==> config.mk <==
export PLATFORM = sky130hd
export DESIGN_NAME = servant_uart_rx
export DESIGN_NICKNAME = d
export VERILOG_FILES = /design/src/rtl/servant_uart_pkg.sv /design/src/rtl/servant_uart_rx_fifo.sv /design/src/rtl/servant_uart_rx.sv
export SDC_FILE = /design/constraint.sdc
export NUM_CORES = 1
export LEC_CHECK = 0
export ABC_AREA = 1
export BUFFER_PORTS_ARGS = -buffer_cell sky130_fd_sc_hd__buf_4
export CORE_MARGIN = 4
export CORE_UTILIZATION = 65
export CTS_CLUSTER_DIAMETER = 120
export DETAILED_ROUTE_END_ITERATION = 8
export GPL_TIMING_DRIVEN = 0
export PLACE_DENSITY = 0.94
export SLEW_MARGIN = 20
export SYNTH_ARGS = -nofsm -noshare
export SYNTH_HDL_FRONTEND = slang
export SYNTH_SLANG_ARGS = --single-unit
==> constraint.sdc <==
create_clock -name wb_clk -period 4.4 [get_ports wb_clk]
set_input_delay 0.22 -clock wb_clk [delete_from_list [all_inputs] [get_ports wb_clk]]
set_output_delay 0.22 -clock wb_clk [all_outputs]
set_load 0.01 [all_outputs]
==> src/rtl/servant_uart_pkg.sv <==
// Shared types and constants for the servant UART receiver.
package servant_uart_pkg;

  localparam int DATA_W = 8;

  typedef enum logic [2:0] {
    ST_IDLE,
    ST_START,
    ST_DATA,
    ST_STOP,
    ST_WAIT_HIGH
  } rx_state_e;

endpackage

==> src/rtl/servant_uart_rx_fifo.sv <==
// Small synchronous FIFO; simultaneous push and pop are both accepted even when full.
module servant_uart_rx_fifo #(
  parameter int DEPTH = 4,
  parameter int WIDTH = 8
) (
  input  logic             clk_i,
  input  logic             rst_n_i,
  input  logic             push_i,
  input  logic [WIDTH-1:0] data_i,
  input  logic             pop_i,
  output logic [WIDTH-1:0] data_o,
  output logic             full_o,
  output logic             empty_o
);

  localparam int AW = $clog2(DEPTH);

  logic [WIDTH-1:0] mem_q [DEPTH];
  logic [AW:0]      wr_ptr_q;
  logic [AW:0]      rd_ptr_q;
  logic             do_push;
  logic             do_pop;

  // The extra MSB separates "wrapped once" (full) from "caught up" (empty).
  assign empty_o = (wr_ptr_q == rd_ptr_q);
  assign full_o  = (wr_ptr_q[AW] != rd_ptr_q[AW]) &&
                   (wr_ptr_q[AW-1:0] == rd_ptr_q[AW-1:0]);

  assign do_pop  = pop_i && !empty_o;
  assign do_push = push_i && (!full_o || pop_i);

  assign data_o  = empty_o ? '0 : mem_q[rd_ptr_q[AW-1:0]];

  always_ff @(posedge clk_i) begin
    if (!rst_n_i) begin
      wr_ptr_q <= '0;
      rd_ptr_q <= '0;
    end else begin
      // NOTE: state registers use <= so every flop samples pre-edge values.
      if (do_push) wr_ptr_q <= wr_ptr_q + 1'b1;
      if (do_pop)  rd_ptr_q <= rd_ptr_q + 1'b1;
    end
  end

  // NOTE: storage is left unreset; the pointers alone define what is valid.
  always_ff @(posedge clk_i) begin
    if (do_push) mem_q[wr_ptr_q[AW-1:0]] <= data_i;
  end

endmodule

==> src/rtl/servant_uart_rx.sv <==
// 8N1 UART receiver with mid-bit sampling, framing/overrun pulses and a valid/ready FIFO.
module servant_uart_rx
  import servant_uart_pkg::*;
#(
  parameter int CLKS_PER_BIT = 278,
  parameter int FIFO_DEPTH   = 4
) (
  input  logic              wb_clk,
  input  logic              wb_rst_n,
  input  logic              i_rx,
  output logic [DATA_W-1:0] o_data,
  output logic              o_valid,
  input  logic              i_ready,
  output logic              o_frame_err,
  output logic              o_overrun
);

  localparam int CW = $clog2(CLKS_PER_BIT);
  localparam int BW = $clog2(DATA_W);
  localparam logic [CW-1:0] BIT_LAST  = CW'(CLKS_PER_BIT - 1);
  localparam logic [CW-1:0] HALF_LAST = CW'(CLKS_PER_BIT / 2 - 1);
  localparam logic [BW-1:0] LAST_BIT  = BW'(DATA_W - 1);

  rx_state_e         state_q;
  logic              rx_meta_q;
  logic              rx_s_q;
  logic [CW-1:0]     cnt_q;
  logic [BW-1:0]     bit_cnt_q;
  logic [DATA_W-1:0] shift_q;
  logic              frame_err_q;
  logic              overrun_q;

  logic sample_d;
  logic push_d;
  logic pop_d;
  logic fifo_full;
  logic fifo_empty;

  always_comb begin
    // NOTE: default first so no path through the case leaves sample_d unassigned (no latch).
    sample_d = 1'b0;
    case (state_q)
      ST_START: sample_d = (cnt_q == HALF_LAST);
      ST_DATA,
      ST_STOP:  sample_d = (cnt_q == BIT_LAST);
      default:  sample_d = 1'b0;
    endcase
  end

  assign push_d = (state_q == ST_STOP) && sample_d && rx_s_q;
  assign pop_d  = o_valid && i_ready;

  always_ff @(posedge wb_clk) begin
    if (!wb_rst_n) begin
      rx_meta_q   <= 1'b1;
      rx_s_q      <= 1'b1;
      state_q     <= ST_IDLE;
      cnt_q       <= '0;
      bit_cnt_q   <= '0;
      shift_q     <= '0;
      frame_err_q <= 1'b0;
      overrun_q   <= 1'b0;
    end else begin
      rx_meta_q   <= i_rx;
      rx_s_q      <= rx_meta_q;
      frame_err_q <= 1'b0;
      overrun_q   <= push_d && fifo_full && !pop_d;
      cnt_q       <= cnt_q + CW'(1);

      case (state_q)
        ST_IDLE: begin
          cnt_q <= '0;
          if (!rx_s_q) begin
            state_q   <= ST_START;
            bit_cnt_q <= '0;
          end
        end
        ST_START: begin
          if (sample_d) begin
            cnt_q   <= '0;
            state_q <= rx_s_q ? ST_IDLE : ST_DATA;
          end
        end
        ST_DATA: begin
          if (sample_d) begin
            cnt_q     <= '0;
            shift_q   <= {rx_s_q, shift_q[DATA_W-1:1]};
            bit_cnt_q <= bit_cnt_q + BW'(1);
            if (bit_cnt_q == LAST_BIT) state_q <= ST_STOP;
          end
        end
        ST_STOP: begin
          if (sample_d) begin
            cnt_q <= '0;
            if (rx_s_q) begin
              state_q <= ST_IDLE;
            end else begin
              frame_err_q <= 1'b1;
              state_q     <= ST_WAIT_HIGH;
            end
          end
        end
        ST_WAIT_HIGH: begin
          // A held-low break reports once, then waits for the line to idle.
          cnt_q <= '0;
          if (rx_s_q) state_q <= ST_IDLE;
        end
        default: begin
          cnt_q   <= '0;
          state_q <= ST_IDLE;
        end
      endcase
    end
  end

  servant_uart_rx_fifo #(
    .DEPTH (FIFO_DEPTH),
    .WIDTH (DATA_W)
  ) u_fifo (
    .clk_i   (wb_clk),
    .rst_n_i (wb_rst_n),
    .push_i  (push_d),
    .data_i  (shift_q),
    .pop_i   (pop_d),
    .data_o  (o_data),
    .full_o  (fifo_full),
    .empty_o (fifo_empty)
  );

  assign o_valid     = !fifo_empty;
  assign o_frame_err = frame_err_q;
  assign o_overrun   = overrun_q;

endmodule

# Word level (Yosys, flattened, before mapping)
# Memories as Yosys holds them, arrays and structs flattened. A register that Yosys moved wholly into a read port is not among the register bits.
# Index checks and enable logic that the tools add are counted.
# word_totals
wordCells	73
mem_bits_rw	32
reg_bits	33
inputBits	4
memories	1
output_inout_bits	11
# mem_list
memory	words	word_bits	read_ports	rd_ports_with_merged_regs	wr	line	rtl
u_fifo.mem_q	4	8	1	1	1	servant_uart_rx_fifo.sv:18	logic [WIDTH-1:0] mem_q [DEPTH];
# classes
n_bitwise	2
reduce_logical	21
muxes	19
n_addsub	4
eq_ne	16
# op_table
operator	n
two-way mux 3 bit	9
one-hot mux 3 bit (5 select lines)	1
inequality test 2 bit, second input constant	6
adder 3 x 1 -> 3 bit, second input constant	3
adder 9 x 1 -> 9 bit, second input constant	1
== test 9 x 8 -> 1 bit, second input constant	1
== test 9 bit, second input constant	1
logical AND 1 bit	8
two-way mux 8 bit	1
== test 3 x 2 -> 1 bit, second input constant	2
== test 3 bit, second input constant	2
two-way mux 2 bit	3
one-hot mux 3 bit (2 select lines)	1
AND reduction 3 bit	2
AND reduction 6 bit	1
OR reduction 3 bit	2
== test 3 x 1 -> 1 bit, second input constant	1
== test 3 bit	1
zero test 1 bit	3
zero test 3 bit	1
two-way mux 1 bit	3
== test 2 bit	1
inverter 1 bit	2
one-hot mux 1 bit (2 select lines)	1
other kinds (5)	5

# Longest topological paths before layout
# Gate-level depths: netlist of the first run.
# logic_depth
ltp_word	8
mapped_depth	12

# Cells and area by module
# From an unflattened synthesis of the first run, not the netlist that was laid out.
# hier_totals
hier_cells	319
hier_area_um2	3024.2
# by_module_without_submodules
module	instances	seq_area_each_um2	area_each_um2	cells_per_inst
servant_uart_rx_fifo	1	1121.1	1764.2	155
servant_uart_rx	1	540.5	1260.0	164

# Worst setup path after synthesis of the first run
# No wires, ideal clock.
# synth_path
kind	flip-flop to flip-flop
startpoint	reg state_q[0]
endpoint	mem u_fifo.mem_q[0][0] (enable)
n_path_buf	0
stages_incl_launch_ff	10
slack_ns	2.457
arrival_time_ns	1.572
setup_time_ns	0.371
cell_sequence	dfxtp_1 -> nor2_1 -> nand2_2 -> nand2_2 -> nand3_2 -> nand2_2 -> nand3_4 -> nor2_4 -> nand2_4 -> nor2_1
# synth_via
elab_chain_cells	8
elab_cells_between_ends	10
classes_between	3 x eq/ne; 3 x mux; 4 x reduce/logical
# synth_lines
item	line	rtl
start, declared	servant_uart_rx.sv:24	rx_state_e state_q;
start signal, assigned	servant_uart_rx.sv:81	state_q <= rx_s_q ? ST_IDLE : ST_DATA;
== test 3 x 2 -> 1 bit, on equally long branches	servant_uart_rx.sv:42, servant_uart_rx.sv:50	
OR reduction 2 bit	servant_uart_rx.sv:42	case (state_q)
one-hot mux 1 bit (2 select lines)	servant_uart_rx.sv:42	
logical AND 1 bit (*) (2 in series)	servant_uart_rx.sv:50	assign push_d = (state_q == ST_STOP) && sample_d && rx_s_q;
logical AND 1 bit (*)	servant_uart_rx_fifo.sv:30	assign do_push = push_i && (!full_o || pop_i);
two-way mux 1 bit (*)	servant_uart_rx_fifo.sv:47	if (do_push) mem_q[wr_ptr_q[AW-1:0]] <= data_i;
two-way mux 1 bit (implied by the code) (*)	servant_uart_rx_fifo.sv:47	
end, declared	servant_uart_rx_fifo.sv:18	
# Mark *: on every way between the ends. The rest lies on a longest branch, timed or not.

==> flow_summary.json, run 1 <==
{
  "grt_pass1_wl_um": 9300,
  "place_area_sq_um": 3080,
  "grt_pass1_vias": 2143,
  "start_kind": "register",
  "arrival_ns": 2.22,
  "synth.avg_cell_area_sq_um": 9.39,
  "drtIter0Drc": 194,
  "dp_cells": 376,
  "maxCapViolations": 0,
  "antennaDiodeCount": 0,
  "core_sq_um": 4350,
  "fin_crit_ns": 2.44,
  "grt_start_max_net_pins": 12,
  "finalWirelength_um": 5740,
  "nNetsFinal": 347,
  "syn_to_final_growth_pct": 13.0,
  "cts_max_level": 3,
  "netlist_instances": 311,
  "rsz0062_at_grt": "no",
  "postCtsHoldBufs": 0,
  "vias": 2157,
  "drc": 0,
  "synth-warning-count": 0,
  "dieArea_sq_um": 5630,
  "dieHeight_um": 75.0,
  "stdcell_area_sq_um": 3300,
  "skew_ns": 0.0188,
  "timing.rr.start": "state_q[1]$_SDFFE_PN0P_",
  "ys_seq_elements": 67,
  "dr.pass1.iters": 5,
  "max_freq_ghz": 0.411,
  "relSlewSlack": 0.456,
  "cts_sinks": 67,
  "end_kind": "output pin",
  "drive_above_1_share": 0.141,
  "fp.dieW_um": 75.0,
  "ios": 15,
  "dp_hpwl_um": 3730,
  "io_buffers": 13,
  "grt_use_total": 0.227,
  "worstSetupPathType": "reg -> out",
  "drtAntennaViolNets": 0,
  "synth.net_count": 323,
  "viasPerCell": 5.50,
  "antenna_found_initial": 0,
  "power_density_nw_per_um2": 427,
  "outcome": "complete, no violations",
  "worstHoldStart": "i_rx",
  "period_share": 0.554,
  "crit_fanout": 10,
  "fin_util": 0.758,
  "rows": 24,
  "gr-total-overflow": 0,
  "slew_violations": 0,
  "stdcell_count": 392,
  "cts-root-buf": "clkbuf_8",
  "setup_viol_count_final": 0,
  "worstPathRequired_ns": 4.18,
  "seq_area_frac_synth": 0.569,
  "fin_setup_tns_ns": 0,
  "start_util": 0.671,
  "post_cts_buffers": 0,
  "hp-class": "in -> reg",
  "routabilityCongestion": 0.847,
  "hold_viol": 0,
  "tightest_slew_ns": 0.814,
  "clk_latency_ns": 0.34,
  "max-vdd-ir-drop_mv": 0.346,
  "wl_per_cell_um": 14.7,
  "syn_area_sq_um": 2920,
  "clk_path_buf_depth": 2,
  "p_leak_nw": 1.51,
  "synth_cell_types": 33,
  "cts_resized": 0,
  "cts.reportedPaths.clkPinSlew_ns": 0.07,
  "cts_tree": "built",
  "numCtsBuffers": 9
}
-- path summary, 6_finish.rpt --
check,end,slack [ns],cells past startpoint
worst max-delay path,o_data[2],1.96,8
worst min-delay path,rx_meta_q$_SDFF_PN1_,0.07,2
worst max register to register,u_fifo.mem_q[0][3]$_DFFE_PP_,2.00,8
worst min register to register,rx_s_q$_SDFF_PN1_,0.42,1
-- cells in the mapped netlist (all sizes together) --
master,number,area (sq um)
clkbuf,4,15.0
nor4,2,12.5
buf,3,23.8
edfxtp,32,961
xnor2,1,8.76
nor3,2,10.0
o21bai,1,18.8
or2,3,18.8
a21boi,1,11.3
nand2,47,204
nand3b,2,15.0
o21a,1,7.51
nand3,10,72.6
inv,33,124
a21oi,8,40.0
o211a,1,10.0
o32ai,8,70.1
o21ai,20,100
nand4,2,12.5
or3,1,6.26
nor2,79,319
ha,8,100
xor2,6,52.6
nor3b,1,7.51
dfxtp,35,701
-- layout make-up --
cell class              count  area, sq um
flip-flops and latches     67         1660
multi-input cells         204         1100
fillers                   283         1050
clock buffers              15          188
inverters                  33          124
repair buffers             13         97.6
well taps                  52         65.1
plain buffers               7         38.8
clock inverters             1         30.0
-- stage by stage --
| stage | hold WS, ns | setup slack [ns] | power [mW] |
|---|---|---|---|
| detailed placement | 0.409 | 2.02 | 0.869 |
| CTS | 0.0621 | 1.95 | 1.41 |
| finish | 0.0699 | 1.96 | 1.41 |
| global placement | 0.395 | 2.14 | 0.858 |
| floorplan | 0.327 | 2.46 | 0.823 |
| global route | 0.0676 | 1.80 | 1.47 |
-- cells in the final DEF, fill, tap and decap left out, types with 3 or more instances in the layout --
cell / instances
a21oi_1: 8
buf_4: 14
clkbuf_1: 7
clkbuf_8: 11
dfxtp_1: 35
edfxtp_1: 32
ha_1: 8
inv_1: 32
nand2_1: 40
nand2_2: 5
nand3_1: 7
nor2_1: 76
nor2_4: 3
o21ai_0: 20
o32ai_1: 8
or2_2: 3
xor2_1: 6
-- worst max-delay path, stage by stage (launching register included) --
cell and delay [ns]:
dfxtp_1 0.30, clkbuf_1 0.20, inv_1 0.26, clkbuf_1 0.43
nor2_1 0.11, o32ai_1 0.31, nand2_1 0.09, inv_1 0.07
buf_4 0.11
-- metal layers --
metal | up-vias | GRT usage | wire, um
met5 | - | 0 | 0
met4 | 0 | 0.0929 | 99
met3 | 15 | 0.0708 | 300
met2 | 70 | 0.415 | 2990
met1 | 999 | 0.239 | 2350
li1 | 1073 | - | -
-- power breakdown --
group	internal, mW	switching (mW)	leakage, nW
Clock	0.328	0.220	0.109
Combinational	0.0614	0.113	0.746
Sequential	0.665	0.0212	0.656
-- state kept, by name (all words and copies together) (netlist names), named ones only --
signal and cells:
shift_q 8, bit_cnt_q 3, state_q 3, o_frame_err 1, u_fifo.wr_ptr_q 3, u_fifo.rd_ptr_q 3, rx_s_q 1, rx_meta_q 1
u_fifo.mem_q 32, cnt_q 9, o_overrun 1
-- cells by family (layout without fill, tap and decap cells) --
family / count (synthesis) / after routing / share of synthesized area
buffers and inverters: 40 / 69 / 0.0557
AOI/OAI and AO/OA: 40 / 40 / 0.0882
and+or+nand+nor: 149 / 149 / 0.232
adders and majority gates: 8 / 8 / 0.0343
xor gates and xnor gates: 7 / 7 / 0.0210
DFF: 67 / 67 / 0.569
(Power assumes the default switching activity.)
==> run 2, diff against run 1 <==
--- a/config.mk
+++ b/config.mk
@@ -8,11 +8,11 @@
 export ABC_AREA = 1
 export BUFFER_PORTS_ARGS = -buffer_cell sky130_fd_sc_hd__buf_4
 export CORE_MARGIN = 4
-export CORE_UTILIZATION = 65
+export CORE_UTILIZATION = 54
 export CTS_CLUSTER_DIAMETER = 120
 export DETAILED_ROUTE_END_ITERATION = 8
 export GPL_TIMING_DRIVEN = 0
-export PLACE_DENSITY = 0.94
+export PLACE_DENSITY = 0.84
 export SLEW_MARGIN = 20
 export SYNTH_ARGS = -nofsm -noshare
 export SYNTH_HDL_FRONTEND = slang
==> constraint.sdc (replaced) <==
create_clock -name wb_clk -period 2 [get_ports wb_clk]
set_input_delay 0.1 -clock wb_clk [delete_from_list [all_inputs] [get_ports wb_clk]]
set_output_delay 0.1 -clock wb_clk [all_outputs]
set_load 0.01 [all_outputs]
==> flow_summary.json, run 2 (synthesized netlist as in run 1, its figures left out) <==
{
  "outcome": "complete, no violations",
  "worstPathRequired_ns": 1.90,
  "antenna_found_initial": 0,
  "p_leak_nw": 1.53,
  "dpl_worst_slack_ns": -0.300,
  "core_sq_um": 5170,
  "holdPathStages": 3,
  "total_power_mw": 3.01,
  "max-vdd-ir-drop_mv": 0.725,
  "p_switching_mw": 0.818,
  "clk_path_buf_depth": 2,
  "setup_ws_ns": 0.0669,
  "dp_hpwl_um": 3430,
  "syn_to_final_growth_pct": 16.1,
  "arrival_ns": 1.83,
  "start_util": 0.565,
  "final_common_cell": "nor2_1",
  "switching_share": 0.272,
  "largest_register_ffs": 32,
  "gr-total-overflow": 0,
  "grt_use_total": 0.169,
  "hold_ws_ns": 0.0682,
  "power_density_nw_per_um2": 887,
  "maxCapViolations": 0,
  "reg2reg_depth": 8,
  "vias": 2101,
  "clk_latency_ns": 0.35,
  "fill_cells": 406,
  "top_layer": "met4",
  "drive_above_1_share": 0.198,
  "antennaDiodeCount": 0,
  "worstSetupPathType": "reg -> out",
  "drc": 0,
  "max_freq_ghz": 0.517,
  "dieArea_sq_um": 6650,
  "drtAntennaViolNets": 0,
  "fp.dieW_um": 81.6,
  "rows": 26,
  "pwr-share-comb": 0.125,
  "layout_common_cells": "71 x nor2_1, 40 x nand2_1, 32 x edfxtp_1, 31 x inv_1, 31 x dfxtp_1",
  "finalWirelength_um": 5250,
  "wl_met2_um": 2500,
  "setup_viol_count_final": 0,
  "slew_violations": 0,
  "ios": 15,
  "cts.reportedPaths.clkPinSlew_ns": 0.07,
  "grt_pass1_wl_um": 8400,
  "cts_sinks": 67,
  "relSlewSlack": 0.735,
  "power_frac_clock": 0.370,
  "dieHeight_um": 81.6,
  "io_buffers": 13,
  "cts_tree": "built",
  "dr.pass1.iters": 4,
  "skew_ns": 0.00951,
  "cts-root-buf": "clkbuf_8",
  "end_kind": "output pin",
  "cts_max_level": 3,
  "hp-class": "in -> reg",
  "tightest_slew_ns": 0.398,
  "period_share": 0.967,
  "routed-wl-met3_um": 231,
  "routabilityCongestion": 0.819,
  "grt_start_max_net_pins": 14,
  "met1_length_um": 2420,
  "start_kind": "register",
  "viasPerCell": 5.07,
  "hold_viol": 0,
  "seq_power_share": 0.505,
  "wl_per_cell_um": 12.7,
  "grt_pass1_vias": 1961,
  "fin_crit_ns": 1.93,
  "crit_fanout": 10,
  "drtIter0Drc": 116,
  "p_int_mw": 2.19,
  "nNetsFinal": 351,
  "numCtsBuffers": 9
}
[run 2: final timing paths]
kind                        start                         endpoint  slack [ns]
max                      register                        o_data[4]        0.07
min                      wb_rst_n  u_fifo.rd_ptr_q[2]$_SDFFE_PN0P_        0.07
max reg2reg   cnt_q[7]$_SDFF_PP0_     u_fifo.mem_q[0][6]$_DFFE_PP_        0.13
min reg2reg  rx_meta_q$_SDFF_PN1_                rx_s_q$_SDFF_PN1_        0.42
[run 2: critical path, cell delays in order (launching register included)]
cell	delay, ns
dfxtp_1	0.50
clkbuf_1	0.37
o21ai_0	0.19
o32ai_1	0.17
nand2_1	0.10
inv_1	0.06
buf_4	0.11
[run 2: per-layer routing]
metal | vias up | global-route usage
met5 | - | 0
met4 | 0 | 0.0963
met3 | 10 | 0.0471
met2 | 39 | 0.280
met1 | 968 | 0.197
li1 | 1084 | -
[run 2: repair_timing]
action,4_1_cts,5_1_grt
gates resized for setup,6,11
pin swaps,0,5
endpoints found under the setup margin,32,33
endpoints found under the hold margin,1,0
buffers inserted,0,5
hold buffers,1,0
[run 2: power by group through the flow]
stage | Clock (mW) | Sequential, mW | Combinational (mW)
after floorplan | 0 | 1.53 | 0.286
after global placement | 0 | 1.53 | 0.357
after detailed placement | 0 | 1.54 | 0.368
after CTS | 1.14 | 1.51 | 0.368
after global routing | 1.19 | 1.52 | 0.432
final | 1.11 | 1.52 | 0.375
[run 2: metrics by stage]
| stage | setup TNS, ns | area [sq um] | util | std cells |
|---|---|---|---|---|
| 2_1_floorplan | 0 | 2920 | - | 311 |
| 3_3_place_gp | -6.06 | 3110 | 0.601 | 394 |
| 3_5_place_dp | -6.65 | 3110 | 0.601 | 394 |
| 4_1_cts | -2.39 | 3320 | 0.642 | 410 |
| 5_1_grt | -0.0251 | 3390 | 0.656 | 414 |
| 6_report | 0 | 3390 | 0.656 | 414 |
[run 2: layout make-up]
type / count / area, sq um / area share
tap: 70 / 87.6 / 0.0258
clock inverter: 7 / 76.3 / 0.0225
sequential: 67 / 1670 / 0.492
timing repair buffer: 19 / 145 / 0.0428
buffer: 5 / 32.5 / 0.00959
inverter: 33 / 124 / 0.0365
clock buffer: 9 / 124 / 0.0365
multi-input combinational: 204 / 1130 / 0.335
